File: config.mk
export PLATFORM = sky130hd
export DESIGN_NAME = ibex_rf_wb_queue
export DESIGN_NICKNAME = d
export VERILOG_FILES = /design/src/rtl/ibex_pkg.sv /design/src/rtl/ibex_rf_wb_fwd_lookup.sv /design/src/rtl/ibex_rf_wb_queue.sv
export SDC_FILE = /design/constraint.sdc
export NUM_CORES = 1
export LEC_CHECK = 0
export BUFFER_PORTS_ARGS = -buffer_cell sky130_fd_sc_hd__buf_2
export CELL_PAD_IN_SITES_DETAIL_PLACEMENT = 1
export CELL_PAD_IN_SITES_GLOBAL_PLACEMENT = 1
export CORE_MARGIN = 5
export CORE_UTILIZATION = 45
export DETAILED_ROUTE_END_ITERATION = 10
export GPL_TIMING_DRIVEN = 0
export PLACE_DENSITY = 0.81
export SLEW_MARGIN = 20
export SYNTH_ARGS = -nofsm -noshare
export SYNTH_HDL_FRONTEND = slang
export SYNTH_SLANG_ARGS = --single-unit
File: constraint.sdc
create_clock -name clk_i -period 4.9 [get_ports clk_i]
set_input_delay 0.245 -clock clk_i [delete_from_list [all_inputs] [get_ports clk_i]]
set_output_delay 0.245 -clock clk_i [all_outputs]
set_load 0.005 [all_outputs]
File: src/rtl/ibex_pkg.sv
// Shared types and constants for the register-file write-back queue.
// The entry type fixes the stored data format at the RV32 register width.
package ibex_pkg;

    localparam int unsigned RfWbDepthDefault = 4;
    localparam int unsigned RfWbDataWidth    = 32;

    typedef struct packed {
        logic [4:0]               waddr;
        logic [RfWbDataWidth-1:0] wdata;
    } rf_wb_entry_t;

endpackage

File: src/rtl/ibex_rf_wb_fwd_lookup.sv
// Youngest-match search over the pending write-back entries for one read port.
// Entries are walked from oldest (rptr_i) to youngest, so the last match wins.
module ibex_rf_wb_fwd_lookup import ibex_pkg::*; #(
    parameter int unsigned DataWidth = RfWbDataWidth,
    parameter int unsigned Depth     = RfWbDepthDefault,
    localparam int unsigned PtrW     = $clog2(Depth)
) (
    input  rf_wb_entry_t         entries_i [Depth],
    input  logic [PtrW-1:0]      rptr_i,
    input  logic [PtrW:0]        count_i,
    input  logic [4:0]           raddr_i,
    output logic                 hit_o,
    output logic [DataWidth-1:0] data_o
);

    logic [PtrW-1:0] idx;

    // Priority search: a later (younger) valid match overrides an earlier one.
    always_comb begin
        hit_o  = 1'b0;
        data_o = '0;
        idx    = rptr_i;
        for (int unsigned age = 0; age < Depth; age++) begin
            idx = rptr_i + PtrW'(age);
            if (((PtrW+1)'(age) < count_i) && (raddr_i != 5'd0) &&
                (entries_i[idx].waddr == raddr_i)) begin
                hit_o  = 1'b1;
                data_o = DataWidth'(entries_i[idx].wdata);
            end
        end
    end

endmodule

File: src/rtl/ibex_rf_wb_queue.sv
// Register-file write-back queue merging LSU and EX results onto one RF write port.
// Optional forwarding of pending writes is enabled by defining IBEX_RF_WB_FWD_EN.
// DataWidth must not exceed the package entry width (RfWbDataWidth).
module ibex_rf_wb_queue import ibex_pkg::*; #(
    parameter int unsigned DataWidth = RfWbDataWidth,
    parameter int unsigned Depth     = RfWbDepthDefault
) (
    input  logic                 clk_i,
    input  logic                 rst_ni,
    input  logic                 lsu_valid_i,
    output logic                 lsu_ready_o,
    input  logic [4:0]           lsu_waddr_i,
    input  logic [DataWidth-1:0] lsu_wdata_i,
    input  logic                 ex_valid_i,
    output logic                 ex_ready_o,
    input  logic [4:0]           ex_waddr_i,
    input  logic [DataWidth-1:0] ex_wdata_i,
    output logic                 rf_we_o,
    output logic [4:0]           rf_waddr_o,
    output logic [DataWidth-1:0] rf_wdata_o,
    input  logic [4:0]           fwd_raddr_a_i,
    input  logic [4:0]           fwd_raddr_b_i,
    output logic                 fwd_hit_a_o,
    output logic                 fwd_hit_b_o,
    output logic [DataWidth-1:0] fwd_data_a_o,
    output logic [DataWidth-1:0] fwd_data_b_o,
    output logic                 empty_o,
    output logic                 full_o
);

    localparam int unsigned   PtrW       = $clog2(Depth);
    localparam logic [PtrW:0] DepthCnt   = (PtrW+1)'(Depth);
    localparam logic [PtrW:0] DepthM1Cnt = (PtrW+1)'(Depth - 1);

    rf_wb_entry_t    mem_q [Depth];
    logic [PtrW-1:0] wptr_q;
    logic [PtrW-1:0] rptr_q;
    logic [PtrW-1:0] ex_slot;
    logic [PtrW:0]   count_q;
    logic [PtrW:0]   push_cnt;
    logic            lsu_push;
    logic            ex_push;
    logic            pop;

    // EX needs two free slots so that a dual push can never overflow the queue.
    assign lsu_ready_o = (count_q < DepthCnt);
    assign ex_ready_o  = (count_q < DepthM1Cnt);

    // Writes to x0 complete the handshake but never occupy a slot.
    assign lsu_push = lsu_valid_i & lsu_ready_o & (lsu_waddr_i != 5'd0);
    assign ex_push  = ex_valid_i & ex_ready_o & (ex_waddr_i != 5'd0);
    assign pop      = (count_q != '0);
    assign push_cnt = (PtrW+1)'(lsu_push) + (PtrW+1)'(ex_push);
    assign ex_slot  = wptr_q + PtrW'(lsu_push);

    // Entry storage is not reset; LSU lands first so it is the older entry.
    always_ff @(posedge clk_i) begin
        if (lsu_push) begin
            mem_q[wptr_q] <= '{waddr: lsu_waddr_i, wdata: RfWbDataWidth'(lsu_wdata_i)};
        end
        if (ex_push) begin
            mem_q[ex_slot] <= '{waddr: ex_waddr_i, wdata: RfWbDataWidth'(ex_wdata_i)};
        end
    end

    // Occupancy and pointers; reset drops every pending write.
    always_ff @(posedge clk_i or negedge rst_ni) begin
        if (!rst_ni) begin
            count_q <= '0;
            wptr_q  <= '0;
            rptr_q  <= '0;
        end else begin
            count_q <= count_q + push_cnt - (PtrW+1)'(pop);
            wptr_q  <= wptr_q + push_cnt[PtrW-1:0];
            rptr_q  <= rptr_q + PtrW'(pop);
        end
    end

    assign rf_we_o    = pop;
    assign rf_waddr_o = mem_q[rptr_q].waddr;
    assign rf_wdata_o = DataWidth'(mem_q[rptr_q].wdata);
    assign empty_o    = (count_q == '0);
    assign full_o     = (count_q == DepthCnt);

`ifdef IBEX_RF_WB_FWD_EN
    ibex_rf_wb_fwd_lookup #(
        .DataWidth (DataWidth),
        .Depth     (Depth)
    ) u_fwd_a (
        .entries_i (mem_q),
        .rptr_i    (rptr_q),
        .count_i   (count_q),
        .raddr_i   (fwd_raddr_a_i),
        .hit_o     (fwd_hit_a_o),
        .data_o    (fwd_data_a_o)
    );

    ibex_rf_wb_fwd_lookup #(
        .DataWidth (DataWidth),
        .Depth     (Depth)
    ) u_fwd_b (
        .entries_i (mem_q),
        .rptr_i    (rptr_q),
        .count_i   (count_q),
        .raddr_i   (fwd_raddr_b_i),
        .hit_o     (fwd_hit_b_o),
        .data_o    (fwd_data_b_o)
    );
`else
    logic unused_fwd_raddr;

    assign unused_fwd_raddr = ^{fwd_raddr_a_i, fwd_raddr_b_i};
    assign fwd_hit_a_o      = 1'b0;
    assign fwd_hit_b_o      = 1'b0;
    assign fwd_data_a_o     = '0;
    assign fwd_data_b_o     = '0;
`endif

endmodule

==> results by group <==
Global route
  • Grt ovf: 0
  • First-pass GRT wire length: slightly above 30 mm
  • All-Layer GR Usage: 19.1%
  • Largest net degree at the start of global routing: 38
  • Vias in the first global route: between 5000 and 6000
  • Antenna violations before repair: 0

Detailed routing
  • Vias per Instance: around 5.1
  • Drt first-iter violations: 200
  • Routed WL per cell: ~22 um
  • Drt drc: 0
  • DR vias: ~4700
  • Initial DRT Pass Iterations: 4
  • WL final: around 20 mm
  • Detail Route Antenna Nets: 0

Placed design
  • Placed insts: around 890
  • Placement Setup Slack: approximately 0.89 ns
  • Placed inst area: 9540 um2
  • Port bufs: 119
  • Routability cong.: roughly 0.71
  • Post-DP HPWL: about 14 mm

Timing
  • Max Fclk: between 200 and 300 MHz
  • Fin crit share: a little under three quarters
  • RSZ-0062 raised after global routing: no
  • Max Slew Vio Count: 0
  • Layout Skew: between 0.01 and 0.015 ns
  • TNS Setup: 0 ns
  • Worst relative slew slack: 50.5%
  • Final worst setup slack: roughly 1.4 ns
  • Worst-Margin Slew: approximately 0.74 ns
  • Fin crit period: between 3 and 4 ns
  • Final hold viol count: 0
  • Hold_ws: around 0.14 ns
  • Setup violators final: 0

Synth
  • Largest family of logic cells by synthesized area: multiplexers
  • Area fraction in compound gates after synthesis: less than 1%
  • Adder-cell share of the synthesized area: under 10%
  • Number of synthesized register bits: roughly 160
  • Sequential area share after synthesis: a little under three fifths
  • Top_reg_cell synth: edfxtp_1
  • Share of the synthesized area in the top cell type: a little over half
  • Mux share of post-synthesis cell area: a little under a third
  • Synth cell types: 28
  • Post-synth top cells: 148 x edfxtp_1, 72 x mux2_2, 69 x buf_4
  • Async SR Flop Fraction: 4.52%
  • Area leader, netlist: edfxtp_1
  • Synth warn: 0
  • Syn_area_per_cell: 17.4 um2
  • Post-synth EDFFs: around 150
  • Post-synthesis xor/xnor area fraction: less than 1%
  • Synth Instances: 475
  • Cell area after synthesis: between 8000 and 9000 um2
  • Simple-gate share of the synthesized area: 0.847%
  • Synth top area cells: edfxtp_1 54%, mux4_2 10%, mux2_2 9.8%, mux2_4 6.9%, buf_4 6.3%
  • Count leader, synth: edfxtp_1

Critical path
  • Worst R2R Setup Slack: approximately 1.7 ns
  • Worst Path Arrival: around 3.6 ns
  • Crit end category: register
  • Crit. Startpoint: lsu_waddr_i[1]
  • CP Max Fanout: 37
  • Critical Path RT: between 4 and 5 ns
  • Worst flop-to-flop path startpoint: count_q[2]
  • Crit start category: input pin
  • Worst r2r dst: mem_q[0][8]
  • Worst setup path class: in2reg
  • Worst reg-to-reg path cell count: 9
  • Crit path to: mem_q[0][8]

Clock network
  • Worst-Skew Late Latency: roughly 0.43 ns
  • Post-CTS Setup Bufs: 0
  • CTS tree: yes
  • Clk root buf: clkbuf_16
  • Htree depth: 4
  • Clock Path Buffers: 2
  • Clk pin slew, worst setup/hold paths: about 0.06 ns
  • Clock buffer count from CTS: 17
  • Clk sinks: 155

Power and ir drop
  • Static Leak: 4.03 nW
  • Clock power frac: approximately a quarter
  • Psw: 1.69 mW
  • Power density over the cells: 543 nW/um2
  • Switching share of power: between 30% and 40%
  • Int Pwr: about 3.8 mW
  • Gate power share: 38.6%
  • Reg power frac: between 30% and 40%
  • Worst vdd ir: roughly 0.00033 V

Finish
  • Area growth from synthesis to layout: 22.6%
  • Non-filler cells, final: slightly above 900
  • Final #Nets: 781
  • Filler cells: about 1700
  • # diodes: 0
  • Design area: around 10000 um2
  • Share of cells above drive strength 1: a little under three fifths

Floorplanning
  • Die W: roughly 150 um
  • Initial Util: a little under half
  • Core area: ~18000 um2
  • Boundary Pins: just under 200
  • Die H: about 150 um
  • # rows: 49
  • Die footprint: roughly 21000 um2

Status
  • Status: completed

Run
  • Max Cap Viol: 0

Min path
  • Hold Path Class: in2reg
final cells by class:
cell class	count	area, um2	share of cell area (%)
sequential	155	4620	45.6
multi-input combinational	283	3210	31.7
timing repair buffer	126	713	7.03
buffer	91	678	6.69
clock buffer	21	440	4.34
tap	229	287	2.83
clock inverter	10	149	1.47
inverter	11	41.3	0.407
kinds of logic (layout without fill, tap and decap cells):
kind of cell    after synthesis  in the layout
compound gates                6              6
other cells                   1             66
simple gates                 11             11
mux                         185            185
flops                       155            155
fa+ha+maj                     8              8
buf+inv                     102            259
xor+xnor                      7              7
flip-flops by register name (all words and copies together) (netlist names):
signal,count
wptr_q,2
count_q,3
mem_q,148
rptr_q,2
worst min-delay path by stage:
stage | depth (start not counted) | start | to
3_3_place_gp | 1 | rst_ni | count_q[2]
5_1_grt | 2 | ex_wdata_i[3] | mem_q[3][3]
3_5_place_dp | 1 | rst_ni | count_q[2]
2_1_floorplan | 0 | rst_ni | count_q[0]
4_1_cts | 2 | ex_wdata_i[7] | mem_q[3][7]
6_report | 2 | ex_wdata_i[3] | mem_q[3][3]
cells in the final DEF (no fill, tap or decap), types with 3 or more instances in the layout:
master	n
buf_2	127
buf_4	69
buf_6	11
bufinv_16	4
clkbuf_1	9
clkbuf_16	17
clkinv_1	3
conb_1	66
dfrtp_1	7
edfxtp_1	148
ha_1	7
inv_1	10
mux2_1	38
mux2_2	72
mux2_4	38
mux4_2	37
nor3_1	5
xnor2_1	5
worst max-delay path: stages:
cell      delay [ns]
buf_2           0.14
or4_1           0.52
o211ai_1        0.62
inv_1           0.22
ha_1            0.28
xor2_1          0.19
nor3_1          0.26
buf_4           0.27
buf_6           0.22
or2_4           0.59
power groups by stage:
stage / Combinational, mW / Sequential [mW] / Clock (mW)
2_1_floorplan: 1.35 / 2.03 / 0
3_3_place_gp: 1.99 / 2.07 / 0
3_5_place_dp: 2.16 / 2.05 / 0
4_1_cts: 2.17 / 2.03 / 1.37
5_1_grt: 2.30 / 2.05 / 1.43
6_report: 2.12 / 2.02 / 1.35
repair_timing:
item,in CTS,in global routing
hold buffers,1,0
hold endpoints to repair,7,0
gates resized for setup,0,0
metal layers:
metal	up-vias	part of all wire (%)	GRT usage, %
met5	-	0	0
li1	2140	-	-
met2	156	53	33.3
met3	19	5.2	4.67
met1	2431	41	23.3
met4	0	1.1	6.44
metrics by stage:
stage	power [mW]	utilization (%)
after floorplan	3.38	-
after global placement	4.06	52.1
after detailed placement	4.21	52.9
after CTS	5.58	56.3
after global routing	5.79	56.3
final	5.50	56.3
Note: power is estimated with default switching activity, not from simulation.
